**src/rtl/uart_defs.sv**
```systemverilog
// Shared UART definitions: receiver state encoding and default frame geometry.
// Also imported by the transmitter and the comm byte assembler.
package uart_defs;

  localparam int DBIT_D    = 8;
  localparam int OS_D      = 16;
  localparam int SB_TICK_D = 16;

  localparam logic [2:0] IDLE  = 3'd0;
  localparam logic [2:0] START = 3'd1;
  localparam logic [2:0] DATA  = 3'd2;
  localparam logic [2:0] STOP  = 3'd3;
  localparam logic [2:0] BREAK = 3'd4;

endpackage

```
**src/rtl/sync_2ff.sv**
```systemverilog
// Two-flop synchronizer for a single asynchronous input; reset value selectable
// so idle-high lines do not glitch low out of reset.
module sync_2ff #(
  parameter logic RST_VAL = 1'b1
) (
  input  logic clk,
  input  logic reset,
  input  logic d,
  output logic q
);

  logic meta;

  always_ff @(posedge clk or negedge reset)
    if (!reset) begin
      meta <= RST_VAL;
      q    <= RST_VAL;
    end else begin
      meta <= d;
      q    <= meta;
    end

endmodule

```
**src/rtl/uart_rx_os.sv**
```systemverilog
// 8N1 oversampling UART receiver with a one-deep holding register,
// valid/ack handshake, and framing-error / overrun / line-break reporting.
module uart_rx_os
  import uart_defs::*;
#(
  parameter int DBIT    = DBIT_D,
  parameter int OS      = OS_D,
  parameter int SB_TICK = SB_TICK_D
) (
  input  logic            clk,
  input  logic            reset,
  input  logic            rx,
  input  logic            s_tick,
  input  logic            rx_ack,
  output logic [DBIT-1:0] d_out,
  output logic            rx_valid,
  output logic            rx_done_flag,
  output logic            frame_err,
  output logic            overrun,
  output logic            line_break
);

  localparam int SMAX = (OS > SB_TICK) ? OS : SB_TICK;
  localparam int SW   = $clog2(SMAX);
  localparam int NW   = (DBIT > 1) ? $clog2(DBIT) : 1;

  localparam logic [SW-1:0] S_HALF = SW'(OS / 2 - 1);
  localparam logic [SW-1:0] S_BIT  = SW'(OS - 1);
  localparam logic [SW-1:0] S_STOP = SW'(SB_TICK - 1);
  localparam logic [NW-1:0] N_LAST = NW'(DBIT - 1);

  logic            rxs;
  logic [2:0]      state;
  logic [SW-1:0]   s;
  logic [NW-1:0]   n;
  logic [DBIT-1:0] b;

  sync_2ff #(.RST_VAL(1'b1)) u_sync (
    .clk   (clk),
    .reset (reset),
    .d     (rx),
    .q     (rxs)
  );

  assign line_break = (state == BREAK);

  always_ff @(posedge clk or negedge reset)
    if (!reset) begin
      state        <= IDLE;
      s            <= '0;
      n            <= '0;
      b            <= '0;
      d_out        <= '0;
      rx_valid     <= 1'b0;
      rx_done_flag <= 1'b0;
      frame_err    <= 1'b0;
      overrun      <= 1'b0;
    end else begin
      rx_done_flag <= 1'b0;
      frame_err    <= 1'b0;
      overrun      <= 1'b0;
      if (rx_ack && rx_valid) rx_valid <= 1'b0;

      case (state)
        IDLE:
          if (!rxs) begin
            state <= START;
            s     <= '0;
          end
        START:
          if (s_tick) begin
            if (s == S_HALF) begin
              // Re-check mid start bit; a short low pulse is dropped silently.
              if (!rxs) begin
                state <= DATA;
                s     <= '0;
                n     <= '0;
              end else begin
                state <= IDLE;
              end
            end else begin
              s <= s + 1'b1;
            end
          end
        DATA:
          if (s_tick) begin
            if (s == S_BIT) begin
              b <= {rxs, b[DBIT-1:1]};
              s <= '0;
              if (n == N_LAST) state <= STOP;
              else             n     <= n + 1'b1;
            end else begin
              s <= s + 1'b1;
            end
          end
        STOP:
          if (s_tick) begin
            if (s == S_STOP) begin
              if (rxs) begin
                // A same-cycle ack consumes the old byte, so no overrun then.
                state        <= IDLE;
                d_out        <= b;
                rx_valid     <= 1'b1;
                rx_done_flag <= 1'b1;
                overrun      <= rx_valid && !rx_ack;
              end else begin
                frame_err <= 1'b1;
                state     <= (b == '0) ? BREAK : IDLE;
              end
            end else begin
              s <= s + 1'b1;
            end
          end
        BREAK:
          if (s_tick && rxs) state <= IDLE;
        default:
          state <= IDLE;
      endcase
    end

endmodule

```
**config.mk**
```make
export PLATFORM = sky130hd
export DESIGN_NAME = uart_rx_os
export DESIGN_NICKNAME = d
export VERILOG_FILES = /design/src/rtl/uart_defs.sv /design/src/rtl/sync_2ff.sv /design/src/rtl/uart_rx_os.sv
export SDC_FILE = /design/constraint.sdc
export NUM_CORES = 1
export LEC_CHECK = 0
export ABC_AREA = 1
export CAP_MARGIN = 30
export CORE_MARGIN = 2
export CORE_UTILIZATION = 41
export DETAILED_ROUTE_END_ITERATION = 6
export GPL_TIMING_DRIVEN = 1
export SLEW_MARGIN = 10
export SYNTH_ARGS = -nofsm -noshare
export SYNTH_HDL_FRONTEND = slang
export SYNTH_SLANG_ARGS = --single-unit
```
**constraint.sdc**
```tcl
create_clock -name clk -period 3.8 [get_ports clk]
set_input_delay 0.76 -clock clk [delete_from_list [all_inputs] [get_ports clk]]
set_output_delay 0.76 -clock clk [all_outputs]
set_load 0.05 [all_outputs]
```
==> flow_summary.ini, run 1 <==
[outcome]
status = completed

[place]
dp_cells = 280
pre_cts_ws_ns = 1.46
place_hpwl_mm = 2.39
numPortBuffers = 17
gp_routability_congestion = 0.864

[detailed_routing]
drt_first_pass_iters = 4
ant_nets = 0
drcViolationCount = 0
wl_mm = 3.35
drtIter0Drc = 103
vias = 1354
vias_per_cell = 4.70
routedWlPerCell_um = 11.6

[sta]
tns_ns = 0
maxSlewViolCount = 0
hold_ws_ns = 0.358
fin_ws_ns = 1.15
slew_headroom_pct = 66.8
fmax_mhz = 378
hold_violations = 0
rsz0062_at_grt = false
tightest_slew_ns = 0.496
fin_worst_skew_ns = 0.00699
setup_viol = 0
fin_crit_sh_pct = 69.6
min_period_ns = 2.65

[cts]
cts_setup_buffers = 0
cts.clk_slew.worst_paths_ns = 0.07
cts_made_buffers = 5
cts_hold_buf = 0
cts_tree = built
cts_resized = 0
clk_latency_ns = 0.28
cts_root_buffer = clkbuf_8
cts.path.max_buffers = 2
ctsHtreeMaxLevel = 2
clkSinkCount = 32

[setup_path]
crit_type = reg -> out
cp-end-kind = primary output
r2r_start = s[0]
critPathMaxFanout = 7
r2r_end = d_out[7]
crit_path_start_kind = flop
rrSetupSlack_ns = 2.06
r2r_cells = 6
required_ns = 3.04
cp.arrival_ns = 1.89

[run]
max_cap_viol_count = 0

[pwr]
ir_drop_mv = 0.389
p_leak_nw = 0.996
swShare_pct = 38.1
clkPwrFrac_pct = 29.2
p_int_mw = 0.696
power.switching_mw = 0.428
p_comb_share_pct = 32.1
sequentialPowerShare_pct = 38.6
p_per_area_nw_per_um2 = 556

[min_path]
min_path_cells = 0
min_from = u_sync.meta
hp-class = reg -> reg
min_to = u_sync.q

[synthesis]
ys_ff_latch = 32
synthTopCellsByCount = nand2_1, dfrtp_1, inv_1
synth_nets = 224
yosysTopAreaCell = dfrtp_1
yosys_warnings = 0
avgSynthCellArea_um2 = 7.90
yosysMostFrequentCell = nand2_1
async_reset_ff_share_pct = 100
synth_ff_type = dfrtp_1
synth_cells = 216
syn_area_um2 = 1710
synth-edff-count = 0
synth.area.top_cells = dfrtp_1, nand2_1, inv_1
synth-seq-area-share_pct = 47.1
synth_cell_types = 24
yosys.area.top_type_share_pct = 44.0

[die]
rows = 23
coreArea_um2 = 4000
die_h_um = 68.5
initial_core_util_pct = 42.6
die-area_um2 = 4690
io_pins = 18
die_w_um = 68.5

[layout]
drive_gt1_share_pct = 13.4
multi_input_area_um2 = 769
n_antenna_cell = 0
final_net_count = 245
syn_to_final_growth_pct = 18.6
seqCellArea_um2 = 803
nFillCells = 394
fin_util_pct = 50.5
final_cells = 288

[global_routing]
grt_pass1_vias = 1280
grt_max_degree = 33
grt_usage_pct = 16.2
antenna_found_initial = 0
grt-ovfl-total = 0
grt_pass1_wl_mm = 5.56
## kinds of logic after synthesis
logic type                 count (synthesis)  share of synthesized area, %
and+or+nand+nor                          131                          35.1
DFF                                       32                          47.1
buffers and inverters                     30                          7.78
AOI/OAI and AO/OA                         19                          7.34
adders and majority gates                  3                          2.20
xor gates and xnor gates                   1                         0.514
## power by group through the flow
stage / Combinational, mW / Clock (mW) / Sequential, mW
final: 0.362 / 0.329 / 0.435
after global routing: 0.413 / 0.348 / 0.443
after CTS: 0.364 / 0.335 / 0.434
after detailed placement: 0.361 / 0 / 0.440
after global placement: 0.364 / 0 / 0.440
after floorplan: 0.297 / 0 / 0.423
## layout by cell type, fill, tap and decap left out, drive strengths merged, types with 3 or more instances in the layout
cell type,Yosys,final
dfrtp,30,30
nand2,79,79
clkbuf,0,5
clkdlybuf4s50,0,17
nor2,25,25
inv,26,26
nand3,22,22
nand4,4,4
o21ai,16,16
ha,3,3
## how the worst max path moves through the flow
stage                       endpoint     start  cells after the start
after floorplan           line_break  state[1]                      3
after detailed placement  line_break  state[1]                      4
after global routing      line_break  state[0]                      4
after global placement    line_break  state[1]                      4
final                     line_break  state[1]                      4
after CTS                 line_break  state[1]                      4
## layer usage
layer  vias up  global-route usage (%)  wire, um
met2        19                    26.9      1610
met4         0                    8.00        40
li1        713                       -         -
met1       618                    19.9      1600
met3         4                    3.41       107
met5         -                       0         0
## per-stage QoR
stage / instance area, um^2 / power [mW]
5_1_grt: 2020 / 1.20
3_3_place_gp: 1910 / 0.804
3_5_place_dp: 1910 / 0.801
2_1_floorplan: 1710 / 0.720
4_1_cts: 2020 / 1.13
6_report: 2020 / 1.12
## registers in the layout, indices dropped and copies added, names as in the netlist
| signal | count |
|---|---|
| b | 8 |
| n | 3 |
| u_sync.meta | 1 |
| frame_err | 1 |
| overrun | 1 |
| s | 4 |
| state | 3 |
| u_sync.q | 1 |
| d_out | 8 |
| rx_done_flag | 1 |
| rx_valid | 1 |
## final cells by class
type / instances / share of cell area (%)
inverter: 26 / 4.83
multi-input combinational: 154 / 38.1
tap: 50 / 3.09
clock inverter: 3 / 2.10
timing repair buffer: 18 / 8.79
sequential: 32 / 39.7
clock buffer: 5 / 3.40
## critical path, stage by stage, from the launching register on
cell and delay, ns:
dfrtp_1 0.47, inv_2 0.11, nand2_1 0.08, nor2_1 0.12, clkdlybuf4s50_1 0.82
Note: power is estimated with default switching activity, not from simulation.
==> run 2, diff against run 1 <==
==> constraint.sdc (replaced) <==
create_clock -name clk -period 2.6 [get_ports clk]
set_input_delay 0.52 -clock clk [delete_from_list [all_inputs] [get_ports clk]]
set_output_delay 0.52 -clock clk [all_outputs]
set_load 0.05 [all_outputs]
==> run 2 against run 1 <==
Compared with the run above:
- combinational power increased by 46%
- flip-flop and latch count unchanged
- non-clock buffer count is the same
- sequential share of layout area is the same
- die area unchanged
- register-to-register slack got worse by 1.2 ns
- cell area unchanged
- wire length is 0.48% higher
- worst setup slack got worse by 0.97 ns
- hold slack about the same
- first-iteration DRC count increased by 7.8%
==> flow_summary.ini, run 2 (same netlist as run 1, synthesis figures left out) <==
[outcome]
status = completed

[layout]
final_net_count = 245
n_antenna_cell = 0
top_regs = b: 8 flops, d_out: 8 flops, s: 4 flops
final_common_cell = nand2_1
drive_gt1_share_pct = 13.4
final_cell_mix = nand2_1, dfrtp_1, inv_1, nor2_1, nand3_1
final_cells = 288
syn_to_final_growth_pct = 18.6

[detailed_routing]
vias = 1381
drt_first_pass_iters = 4
routedWlPerCell_um = 11.7
drcViolationCount = 0
drtIter0Drc = 111
wl_mm = 3.37
ant_nets = 0
vias_per_cell = 4.80

[sta]
setup_viol = 0
tns_ns = 0
min_period_ns = 2.42
rsz0062_at_grt = false
tightest_slew_ns = 0.499
fin_crit_sh_pct = 93.0
fmax_mhz = 413
hold_violations = 0
fin_worst_skew_ns = 0.00636
slew_headroom_pct = 66.7
maxSlewViolCount = 0

[setup_path]
cp.arrival_ns = 1.90
cp_cell_sequence = inv_2 -> nand2_1 -> nor2_1 -> clkdlybuf4s50_1
cpPeakStageDelay_ns = 0.82
crit_type = reg -> out
worst_path_max_delay_cell = clkdlybuf4s50_1
cp-end-kind = primary output
required_ns = 2.08
crit_path_start_kind = flop
critPathMaxFanout = 7

[place]
dp_cells = 280
place_hpwl_mm = 2.43
gp_routability_congestion = 0.864
numPortBuffers = 17

[pwr]
p_per_area_nw_per_um2 = 811
power.switching_mw = 0.623
p_comb_share_pct = 32.2
power_mw = 1.64
sequentialPowerShare_pct = 38.8
p_int_mw = 1.02
swShare_pct = 38.0
ir_drop_mv = 0.520
p_leak_nw = 0.996
clkPwrFrac_pct = 29.0

[cts]
cts_hold_buf = 0
clk_latency_ns = 0.28
cts_root_buffer = clkbuf_8
cts_resized = 0
cts.path.max_buffers = 2
cts_made_buffers = 5
cts.clk_slew.worst_paths_ns = 0.07
clkSinkCount = 32
ctsHtreeMaxLevel = 2
cts_setup_buffers = 0
cts_tree = built

[global_routing]
grt_pass1_wl_mm = 5.74
grt_max_degree = 33
antenna_found_initial = 0
grt_usage_pct = 16.8
grt-ovfl-total = 0
grt_pass1_vias = 1297

[die]
die_h_um = 68.5
initial_core_util_pct = 42.6
die-area_um2 = 4690
coreArea_um2 = 4000
rows = 23
io_pins = 18
die_w_um = 68.5

[min_path]
hp-class = reg -> reg

[run]
max_cap_viol_count = 0
run 2: cell type report:
class / instances / area (um^2)
multi-input combinational: 154 / 769
sequential: 32 / 803
inverter: 26 / 97.6
clock inverter: 3 / 42.5
timing repair buffer: 18 / 178
clock buffer: 5 / 68.8
fill: 409 / 1980
tap: 50 / 62.6
run 2: path summary, 6_finish.rpt:
path                                to  depth (start not counted)        start  slack, ns
hold reg to reg               u_sync.q                          0  u_sync.meta       0.36
max in group asynchronous  u_sync.meta                          2        reset       1.65
setup / recovery            line_break                          4     state[1]       0.18
hold / removal                u_sync.q                          0  u_sync.meta       0.36
min in group asynchronous         b[2]                          2        reset       0.63
setup reg to reg                  n[0]                          8         s[0]       0.84
run 2: power by group through the flow:
stage	registers (mW)	clock network, mW	logic, mW
finish	0.637	0.476	0.528
global route	0.647	0.508	0.618
CTS	0.634	0.492	0.535
detailed placement	0.643	0	0.533
global placement	0.643	0	0.532
floorplan	0.618	0	0.434
run 2: critical path, delay by kind of cell, from the launching register on:
family | cells | cell delay, ns
buf+inv | 2 | 0.93
flops | 1 | 0.47
simple gates | 2 | 0.21
run 2: metal layers:
layer / global-route usage [%] / routed length, um / share of wire [%]
met5: 0 / 0 / 0
met4: 6.75 / 51 / 1.5
met3: 4.38 / 94 / 2.8
met2: 27.8 / 1630 / 48
met1: 20.9 / 1590 / 47
run 2: through the flow:
| step | hold slack, ns | util [%] | setup WS [ns] | instance area (um^2) |
|---|---|---|---|---|
| 6_report | 0.358 | 50.5 | 0.181 | 2020 |
| 5_1_grt | 0.361 | 50.5 | 0.0835 | 2020 |
| 4_1_cts | 0.360 | 50.5 | 0.168 | 2020 |
| 3_5_place_dp | 0.349 | 47.8 | 0.480 | 1910 |
| 3_3_place_gp | 0.347 | 47.8 | 0.509 | 1910 |
| 2_1_floorplan | 0.224 | - | 0.675 | 1710 |
==> run 3, diff against run 2 <==
==> constraint.sdc (replaced) <==
create_clock -name clk -period 2.7 [get_ports clk]
set_input_delay 0.54 -clock clk [delete_from_list [all_inputs] [get_ports clk]]
set_output_delay 0.54 -clock clk [all_outputs]
set_load 0.05 [all_outputs]
==> run 3 against run 2 <==
Compared with the run above:
- non-clock buffer count stayed put
- largest power group unchanged
- hold slack better by 0.00081 ns
- cell count stayed put
- cell area is 0.93% lower
- critical endpoint unchanged
- first-iteration DRC count is 25% lower
==> flow_summary.ini, run 3 (same netlist as run 1, synthesis figures left out) <==
[setup_path]
crit_type = reg -> out
cp.arrival_ns = 1.90
critPathMaxFanout = 7
cp-end-kind = primary output
crit_path_start_kind = flop
required_ns = 2.16

[place]
numPortBuffers = 17
place_hpwl_mm = 2.41
gp_routability_congestion = 0.864
pre_cts_ws_ns = 0.577

[sta]
tns_ns = 0
setup_viol = 0
tightest_slew_ns = 0.496
fin_ws_ns = 0.263
fin_crit_sh_pct = 90.3
fmax_mhz = 410
rsz0062_at_grt = false
fin_worst_skew_ns = 0.00573
hold_violations = 0
maxSlewViolCount = 0
min_period_ns = 2.44
slew_headroom_pct = 66.8

[detailed_routing]
routed-wl-met3_um = 114
vias = 1370
wl_mm = 3.37
drt_first_pass_iters = 5
ant_nets = 0
drtIter0Drc = 83
wl_met2_mm = 1.59
wl_met1_mm = 1.60
routedWlPerCell_um = 11.7
drcViolationCount = 0
vias_per_cell = 4.76
highest_layer = met4

[cts]
cts_tree = built
clkSinkCount = 32
cts.path.max_buffers = 2
cts_setup_buffers = 0
ctsHtreeMaxLevel = 2
cts_made_buffers = 5
clk_latency_ns = 0.29
cts_resized = 0
cts_root_buffer = clkbuf_8
cts.clk_slew.worst_paths_ns = 0.07
cts_hold_buf = 0

[pwr]
p_per_area_nw_per_um2 = 752
ir_drop_mv = 0.504
p_leak_nw = 0.992

[run]
max_cap_viol_count = 0

[layout]
final_net_count = 245
drive_gt1_share_pct = 13.4
final_cell_mix = nand2_1, dfrtp_1, inv_1, nor2_1, nand3_1
top_regs = b: 8 flops, d_out: 8 flops, s: 4 flops
n_antenna_cell = 0
syn_to_final_growth_pct = 17.5
nFillCells = 393
final_common_cell = nand2_1
seqCellArea_um2 = 803
multi_input_area_um2 = 769

[global_routing]
antenna_found_initial = 0
grt_pass1_wl_mm = 5.72
grt-ovfl-total = 0
grt_usage_pct = 16.6
grt_max_degree = 33
grt_pass1_vias = 1278

[die]
rows = 23
die_h_um = 68.5
die-area_um2 = 4690
initial_core_util_pct = 42.6
coreArea_um2 = 4000
io_pins = 18
die_w_um = 68.5

[min_path]
hp-class = reg -> reg

[outcome]
status = completed
-- run 3: cell count changes in the layout (fill, tap and decap cells not counted), sizes merged --
| cell | previous run | this run |
|---|---|---|
| bufinv | 1 | 0 |
| clkbuf | 5 | 6 |
| clkinv | 1 | 2 |
| clkinvlp | 1 | 0 |
-- run 3: through the flow --
stage	cell area (um^2)	util (%)	hold WS, ns	power (mW)	cells
global route	2000	50.1	0.362	1.63	288
global placement	1910	47.8	0.347	1.13	280
finish	2000	50.1	0.359	1.51	288
detailed placement	1910	47.8	0.351	1.13	280
CTS	2000	50.1	0.361	1.52	288
floorplan	1710	-	0.244	1.01	216
-- run 3: path summary, 6_finish.rpt --
path / to / startpoint / slack (ns) / cells after the start
min in group asynchronous: d_out[6] / reset / 0.65 / 2
max in group asynchronous: u_sync.meta / reset / 1.73 / 2
worst max register to register: n[0] / s[0] / 0.92 / 8
worst min-delay path: u_sync.q / u_sync.meta / 0.36 / 0
worst min register to register: u_sync.q / u_sync.meta / 0.36 / 0
worst max-delay path: line_break / state[1] / 0.26 / 4
-- run 3: cell type report --
type                            count  share of cell area [%]
Tap cell                           50                    3.12
Sequential cell                    32                    40.1
Clock inverter                      2                   0.500
Clock buffer                        6                    4.12
Inverter                           26                    4.87
Multi-Input combinational cell    154                    38.4
Timing Repair Buffer               18                    8.87
-- run 3: routing by layer --
metal / global-route usage, % / up-vias
li1: - / 718
met3: 4.38 / 7
met2: 27.0 / 21
met5: 0 / -
met4: 6.75 / 0
met1: 21.0 / 624
-- run 3: power by group --
| part | internal (mW) | switching [mW] | leakage [nW] |
|---|---|---|---|
| clock network | 0.203 | 0.179 | 0.0510 |
| registers | 0.532 | 0.0813 | 0.433 |
| logic | 0.175 | 0.335 | 0.508 |
| total | 0.910 | 0.595 | 0.992 |
-- run 3: critical path, cell delays in order, from the launching register on --
cell and delay (ns):
dfrtp_1 0.47, inv_2 0.11, nand2_1 0.08, nor2_1 0.13, clkdlybuf4s50_1 0.82
